### config.mk
export PLATFORM = sky130hd
export DESIGN_NAME = clear_lines
export DESIGN_NICKNAME = d
export VERILOG_FILES = /design/src/rtl/tetris_pkg.sv /design/src/rtl/coord_to_addr.sv /design/src/rtl/clear_lines.sv
export SDC_FILE = /design/constraint.sdc
export NUM_CORES = 1
export LEC_CHECK = 0
export ABC_AREA = 1
export BUFFER_PORTS_ARGS = -buffer_cell sky130_fd_sc_hd__buf_2
export CORE_ASPECT_RATIO = 0.75
export CORE_MARGIN = 2
export CORE_UTILIZATION = 45
export CTS_CLUSTER_SIZE = 20
export DETAILED_ROUTE_END_ITERATION = 16
export PLACE_DENSITY = 0.67
export SYNTH_ARGS = -nofsm -noshare
export SYNTH_HDL_FRONTEND = slang
export SYNTH_HIERARCHICAL = 1
export SYNTH_SLANG_ARGS = --single-unit
export TNS_END_PERCENT = 1
### constraint.sdc
create_clock -name clk -period 2.88 [get_ports clk]
set_clock_uncertainty 0.2 [all_clocks]
set_input_delay 0.144 -clock clk [delete_from_list [all_inputs] [get_ports clk]]
set_output_delay 0.144 -clock clk [all_outputs]
set_load 0.01 [all_outputs]
### src/rtl/tetris_pkg.sv
// tetris_pkg: board geometry, colour/address widths, clear_lines state encoding and score table.
package tetris_pkg;
    localparam int BOARD_W     = 10;
    localparam int BOARD_H     = 24;
    localparam int HIDDEN_ROWS = 4;
    localparam int COLOUR_W    = 6;
    localparam int ADDR_W      = 8;
    localparam int X_W         = 4;
    localparam int Y_W         = 5;
    localparam int ROW_W       = Y_W + 1;

    localparam logic [COLOUR_W-1:0] EMPTY_COLOUR = 6'h00;
    localparam logic [ROW_W-1:0]    TOP_ROW      = ROW_W'(BOARD_H - 1);
    localparam logic [X_W-1:0]      LAST_X       = X_W'(BOARD_W - 1);
    localparam logic [X_W-1:0]      CHECK_LAST   = X_W'(BOARD_W);
    localparam logic [2:0]          MAX_LINES    = 3'd4;

    typedef enum logic [2:0] {
        S_IDLE,
        S_CHECK,
        S_COPY_RD,
        S_COPY_WR,
        S_FILL,
        S_DONE
    } state_t;

    function automatic logic [15:0] score_pts(input logic [2:0] n);
        return (n == 3'd1) ? 16'd1 :
               (n == 3'd2) ? 16'd3 :
               (n == 3'd3) ? 16'd5 :
               (n >= 3'd4) ? 16'd8 : 16'd0;
    endfunction
endpackage

### src/rtl/coord_to_addr.sv
// coord_to_addr: board cell (x,y) to linear RAM address y*BOARD_W + x.
module coord_to_addr
    import tetris_pkg::*;
(
    input  logic [Y_W-1:0]    y,
    input  logic [X_W-1:0]    x,
    output logic [ADDR_W-1:0] addr
);
    assign addr = ADDR_W'(y) * ADDR_W'(BOARD_W) + ADDR_W'(x);
endmodule

### src/rtl/clear_lines.sv
// clear_lines: bottom-up full-row removal and board compaction over a single-port board RAM.
// Optional CLEAR_LINES_SCORE_EN adds a saturating score output.
module clear_lines
    import tetris_pkg::*;
(
    input  logic                clk,
    input  logic                reset,
    input  logic                start,
    input  logic [COLOUR_W-1:0] ram_Q,
    output logic [ADDR_W-1:0]   ram_addr,
    output logic [COLOUR_W-1:0] ram_data,
    output logic                ram_wren,
    output logic                busy,
    output logic                done,
    output logic [2:0]          lines_cleared
`ifdef CLEAR_LINES_SCORE_EN
    ,
    output logic [15:0]         score
`endif
);
    state_t             state;
    logic [ROW_W-1:0]   src, dst, src_n, dst_n;
    logic [X_W-1:0]     x, col;
    logic [Y_W-1:0]     row;
    logic [2:0]         count;
    logic               full, row_full, fill_on, active;
    logic [ADDR_W-1:0]  cell_addr;

    // pointers carry a sign bit so stepping below row 0 shows up as a borrow
    assign src_n    = src - ROW_W'(1);
    assign dst_n    = dst - ROW_W'(1);
    assign row_full = full & (ram_Q != EMPTY_COLOUR);
    assign fill_on  = (state == S_FILL) && !dst[ROW_W-1];
    assign active   = (state == S_CHECK) || (state == S_COPY_RD) || (state == S_COPY_WR) || fill_on;
    assign row      = (state == S_COPY_WR || state == S_FILL) ? dst[Y_W-1:0] : src[Y_W-1:0];
    assign col      = (x > LAST_X) ? LAST_X : x;
    assign ram_addr = active ? cell_addr : '0;
    assign ram_wren = (state == S_COPY_WR) || fill_on;
    assign ram_data = (state == S_COPY_WR) ? ram_Q : EMPTY_COLOUR;

    coord_to_addr u_addr (.y(row), .x(col), .addr(cell_addr));

    always_ff @(posedge clk or posedge reset) begin
        if (reset) begin
            state         <= S_IDLE;
            src           <= TOP_ROW;
            dst           <= TOP_ROW;
            x             <= '0;
            count         <= '0;
            full          <= 1'b1;
            busy          <= 1'b0;
            done          <= 1'b0;
            lines_cleared <= '0;
        end else begin
            done <= 1'b0;
            case (state)
                S_IDLE: if (start) begin
                    state <= S_CHECK;
                    busy  <= 1'b1;
                    src   <= TOP_ROW;
                    dst   <= TOP_ROW;
                    x     <= '0;
                    count <= '0;
                end
                S_CHECK: begin
                    // read data lags the address by one cycle, so cell k is judged at step k+1
                    full <= (x == '0) ? 1'b1 : row_full;
                    x    <= (x == CHECK_LAST) ? '0 : x + X_W'(1);
                    if (x == CHECK_LAST) begin
                        if (row_full) begin
                            count <= (count == MAX_LINES) ? count : count + 3'd1;
                            src   <= src_n;
                            state <= src_n[ROW_W-1] ? S_FILL : S_CHECK;
                        end else if (src == dst) begin
                            src   <= src_n;
                            dst   <= dst_n;
                            state <= src_n[ROW_W-1] ? S_FILL : S_CHECK;
                        end else begin
                            state <= S_COPY_RD;
                        end
                    end
                end
                S_COPY_RD: state <= S_COPY_WR;
                S_COPY_WR: begin
                    x <= (x == LAST_X) ? '0 : x + X_W'(1);
                    if (x == LAST_X) begin
                        src   <= src_n;
                        dst   <= dst_n;
                        state <= src_n[ROW_W-1] ? S_FILL : S_CHECK;
                    end else begin
                        state <= S_COPY_RD;
                    end
                end
                S_FILL: if (dst[ROW_W-1]) begin
                    state         <= S_DONE;
                    busy          <= 1'b0;
                    done          <= 1'b1;
                    lines_cleared <= count;
                end else begin
                    x <= (x == LAST_X) ? '0 : x + X_W'(1);
                    if (x == LAST_X) dst <= dst_n;
                end
                S_DONE: state <= S_IDLE;
                default: state <= S_IDLE;
            endcase
        end
    end

`ifdef CLEAR_LINES_SCORE_EN
    logic [16:0] score_sum;
    assign score_sum = {1'b0, score} + {1'b0, score_pts(count)};

    always_ff @(posedge clk or posedge reset) begin
        if (reset) score <= '0;
        else if (state == S_FILL && dst[ROW_W-1]) score <= score_sum[16] ? 16'hFFFF : score_sum[15:0];
    end
`endif
endmodule

==> run_summary.xml <==
<?xml version="1.0" encoding="UTF-8"?>
<metrics>
  <group name="status">
    <metric name="outcome" unit="">finished with violations</metric>
    <metric name="violations" unit="">setup timing</metric>
  </group>
  <group name="critical_path">
    <metric name="timing.critical_path.slowest_stage_cell" unit="">fa_1</metric>
    <metric name="critical_path.cell_chain" unit="">inv_2, nand2_4, nor2_4, inv_4, nand2_8, nand2_4, o21ai_4, ha_1, ha_2, fa_1, nand2_1, inv_2, nand3_2, nor2_1, nand3_1, nand2_1, inv_1, nor2_2, buf_2</metric>
    <metric name="setup.worst_path.class" unit="">flop to output port</metric>
    <metric name="setup.worst_path.end_class" unit="">output port</metric>
    <metric name="setup.worst_path.start_class" unit="">flop</metric>
    <metric name="critical-path-max-stage-delay" unit="ps">510</metric>
    <metric name="crit_arrival" unit="ps">2870</metric>
    <metric name="path_max_fanout" unit="">6</metric>
    <metric name="critPathRequiredTime" unit="ps">2540</metric>
  </group>
  <group name="place">
    <metric name="placed_instance_area" unit="um^2">2721</metric>
    <metric name="place_worst_setup_slack" unit="ps">-199.3</metric>
    <metric name="hpwlAfterDp" unit="mm">4.261</metric>
    <metric name="port_buffers" unit="">28</metric>
    <metric name="place_congestion" unit="">0.9075</metric>
  </group>
  <group name="sta">
    <metric name="period_minus_slack" unit="ps">3216</metric>
    <metric name="grt_setup_unrepaired" unit="">true</metric>
    <metric name="hold_slack" unit="ps">129.7</metric>
    <metric name="slew_headroom" unit="%">38.15</metric>
    <metric name="max_clock_freq" unit="MHz">311.0</metric>
    <metric name="timing.final.crit_share" unit="%">111.7</metric>
    <metric name="post-route-worst-setup-slack" unit="ps">-335.8</metric>
    <metric name="setup-violations-final" unit="">3</metric>
    <metric name="worst_pin_slew" unit="ps">926.8</metric>
    <metric name="slew_violations" unit="">0</metric>
    <metric name="finalHoldViolCount" unit="">0</metric>
  </group>
  <group name="logic_synthesis">
    <metric name="post_synthesis_net_count" unit="">370</metric>
    <metric name="yosys.area_share.simple" unit="%">37.37</metric>
    <metric name="synthesis.instances" unit="">346</metric>
    <metric name="synth_top_family_by_area" unit="">simple AND/OR/NAND/NOR gates</metric>
    <metric name="synth_compound_area_share" unit="%">9.501</metric>
    <metric name="synth_area_leaders" unit="">dfrtp_1 20%, nand2_1 16%, dfstp_2 10%, inv_1 8.8%, ha_1 6.9%</metric>
    <metric name="synth_enable_flop_cells" unit="">0</metric>
    <metric name="synth_top_flop_cell" unit="">dfrtp_1</metric>
    <metric name="netlist_area" unit="um^2">2357</metric>
    <metric name="xor_xnor_portion_of_the_synthesized_cell_area" unit="%">3.715</metric>
    <metric name="synth_top_area_share" unit="%">20.17</metric>
    <metric name="netlist_top_cells_count" unit="">98 x nand2_1, 55 x inv_1, 36 x nor2_1</metric>
    <metric name="seq_area_frac_synth" unit="%">30.20</metric>
    <metric name="yosys.area_share.adder" unit="%">8.599</metric>
    <metric name="synth_async_sr_flop_share" unit="%">100.0</metric>
    <metric name="dominant_cell_type_by_area_after_synthesis" unit="">dfrtp_1</metric>
    <metric name="muxShareOfSynthArea" unit="%">0</metric>
    <metric name="postSynthRegisterBits" unit="">28</metric>
    <metric name="ys_types" unit="">33</metric>
    <metric name="ys_warn_count" unit="">6</metric>
    <metric name="syn-mean-instance-area" unit="um^2">6.813</metric>
    <metric name="synth.most_common_cell" unit="">nand2_1</metric>
  </group>
  <group name="clock_network">
    <metric name="h-tree-depth" unit="">1</metric>
    <metric name="clkTransAtPathRegs" unit="ps">100</metric>
    <metric name="clk_path_buf_depth" unit="">2</metric>
    <metric name="clock_tree.root_cell" unit="">clkbuf_8</metric>
    <metric name="clk-insertion-delay-late" unit="ps">280</metric>
    <metric name="clock_tree_from_tritoncts" unit="">done</metric>
    <metric name="cts.sink_count" unit="">28</metric>
    <metric name="tritoncts.num_buffers" unit="">3</metric>
  </group>
  <group name="route">
    <metric name="drt-pass1-iter-count" unit="">5</metric>
    <metric name="num_vias" unit="">2249</metric>
    <metric name="drt_first_iter_violations" unit="">149</metric>
    <metric name="drcViolationCount" unit="">0</metric>
    <metric name="antenna_left" unit="">0</metric>
    <metric name="average_detailed_routed_wire_length_per_instance" unit="um">11.72</metric>
    <metric name="postRouteWirelength" unit="mm">5.534</metric>
    <metric name="routed_via_density" unit="">4.765</metric>
  </group>
  <group name="cells_and_area">
    <metric name="layout-area-overhead-vs-synth" unit="%">23.46</metric>
    <metric name="fillCellCount" unit="">471</metric>
    <metric name="nets" unit="">425</metric>
    <metric name="drive_above_1_share" unit="%">27.00</metric>
    <metric name="antenna_cells" unit="">0</metric>
    <metric name="multiInputGateArea" unit="um^2">1504</metric>
    <metric name="layout.area.seq" unit="um^2">711.9</metric>
    <metric name="final_util" unit="%">58.41</metric>
    <metric name="stdcell_area" unit="um^2">2910</metric>
  </group>
  <group name="power">
    <metric name="irDropWorstVdd" unit="mV">0.6020</metric>
    <metric name="power_density" unit="nW/um^2">1358</metric>
    <metric name="total_leakage_power" unit="uW">0.001638</metric>
  </group>
  <group name="die">
    <metric name="die_area" unit="um^2">5840</metric>
    <metric name="coreArea" unit="um^2">4982</metric>
    <metric name="start_util" unit="%">47.31</metric>
    <metric name="die_height" unit="um">66.68</metric>
    <metric name="io-pin-count" unit="">29</metric>
    <metric name="die-width" unit="um">87.58</metric>
    <metric name="rows" unit="">22</metric>
  </group>
  <group name="global_routing">
    <metric name="first_global_vias" unit="">2146</metric>
    <metric name="grt_start_max_net_pins" unit="">25</metric>
    <metric name="antenna_found_initial" unit="">0</metric>
    <metric name="grt_usage" unit="%">20.93</metric>
    <metric name="grt_first_pass_wirelength" unit="mm">9.687</metric>
    <metric name="overflow" unit="">0</metric>
  </group>
  <group name="job">
    <metric name="drv.max_cap_violation_count" unit="">0</metric>
  </group>
  <group name="worst_hold_path">
    <metric name="hold_class" unit="">input pin to flop</metric>
  </group>
</metrics>
## timing repair
item | in CTS | in global routing
pin swaps | 9 | 5
endpoints found under the setup margin | 6 | 5
gates cloned | 1 | 0
gates resized for setup | 10 | 4
hold buffers | 2 | 0
setup buffers | 7 | 0
hold endpoints to repair | 20 | 0
## through the flow
step	instances	setup TNS (ps)	power, uW
2_1_floorplan	346	-210.3	2809
3_3_place_gp	458	-138.3	3507
3_5_place_dp	458	-369.1	3540
4_1_cts	472	-735.6	3923
5_1_grt	472	-1339	4405
6_report	472	-812.9	3953
## worst max-delay path, delay by kind of cell, from the launching register on
kind	cells	cell delay (ps)
flip-flops	1	430
AND/OR/NAND/NOR	10	750
adder cells (fa/ha/maj)	3	950
buffers and inverters	5	410
AO/OA/AOI/OAI	1	60
## placed cells by master, fill, tap and decap left out, drive strengths merged, types with 2 or more instances in the layout
master / count
a21oi: 9
nand2: 110
o21ai: 28
nand3: 30
dfstp: 9
dlygate4sd3: 2
buf: 50
clkbuf: 4
xnor2: 2
ha: 13
dfrtp: 19
fa: 2
nor2: 43
xor2: 8
inv: 60
nand4: 6
## worst paths after layout
path | startpoint | end | slack [ps] | depth (start not counted)
min in group asynchronous | reset | busy | 400 | 3
min | ram_Q[0] | full | 130 | 5
max | state[0] | ram_addr[7] | -340 | 19
min reg2reg | busy | busy | 290 | 2
max reg2reg | src[1] | dst[4] | 910 | 10
max in group asynchronous | reset | dst[0] | 1370 | 4
## logic make-up after synthesis
| kind of cell | Yosys count |
|---|---|
| AOI/OAI and AO/OA | 39 |
| buffers and inverters | 64 |
| and+or+nand+nor | 190 |
| xor gates and xnor gates | 10 |
| adders and majority gates | 15 |
| DFF | 28 |
## registers in the layout (all words and copies together) (netlist names)
signal / cells
dst: 6
src: 6
x: 4
count: 3
lines_cleared: 3
state: 3
busy: 1
done: 1
full: 1
## final cells by class
class / count / share of cell area, %
timing repair buffer: 52 / 11.18
sequential: 28 / 24.46
inverter: 61 / 8.040
multi-input combinational: 255 / 51.68
clock buffer: 4 / 1.548
tap: 72 / 3.095
## layer usage
metal  GRT usage (%)  wire [um]  up-vias
met2           32.95       2361       48
li1                -          -     1185
met3           3.222        247        6
met1           30.28       2858     1010
met4           4.423         66        0
met5               0          0        -
## where the power goes
group | internal (uW) | switching, uW
sequential | 595 | 184
combinational | 1190 | 1760
clock | 99.4 | 125
No activity file was read; power rests on OpenSTA's default activity.
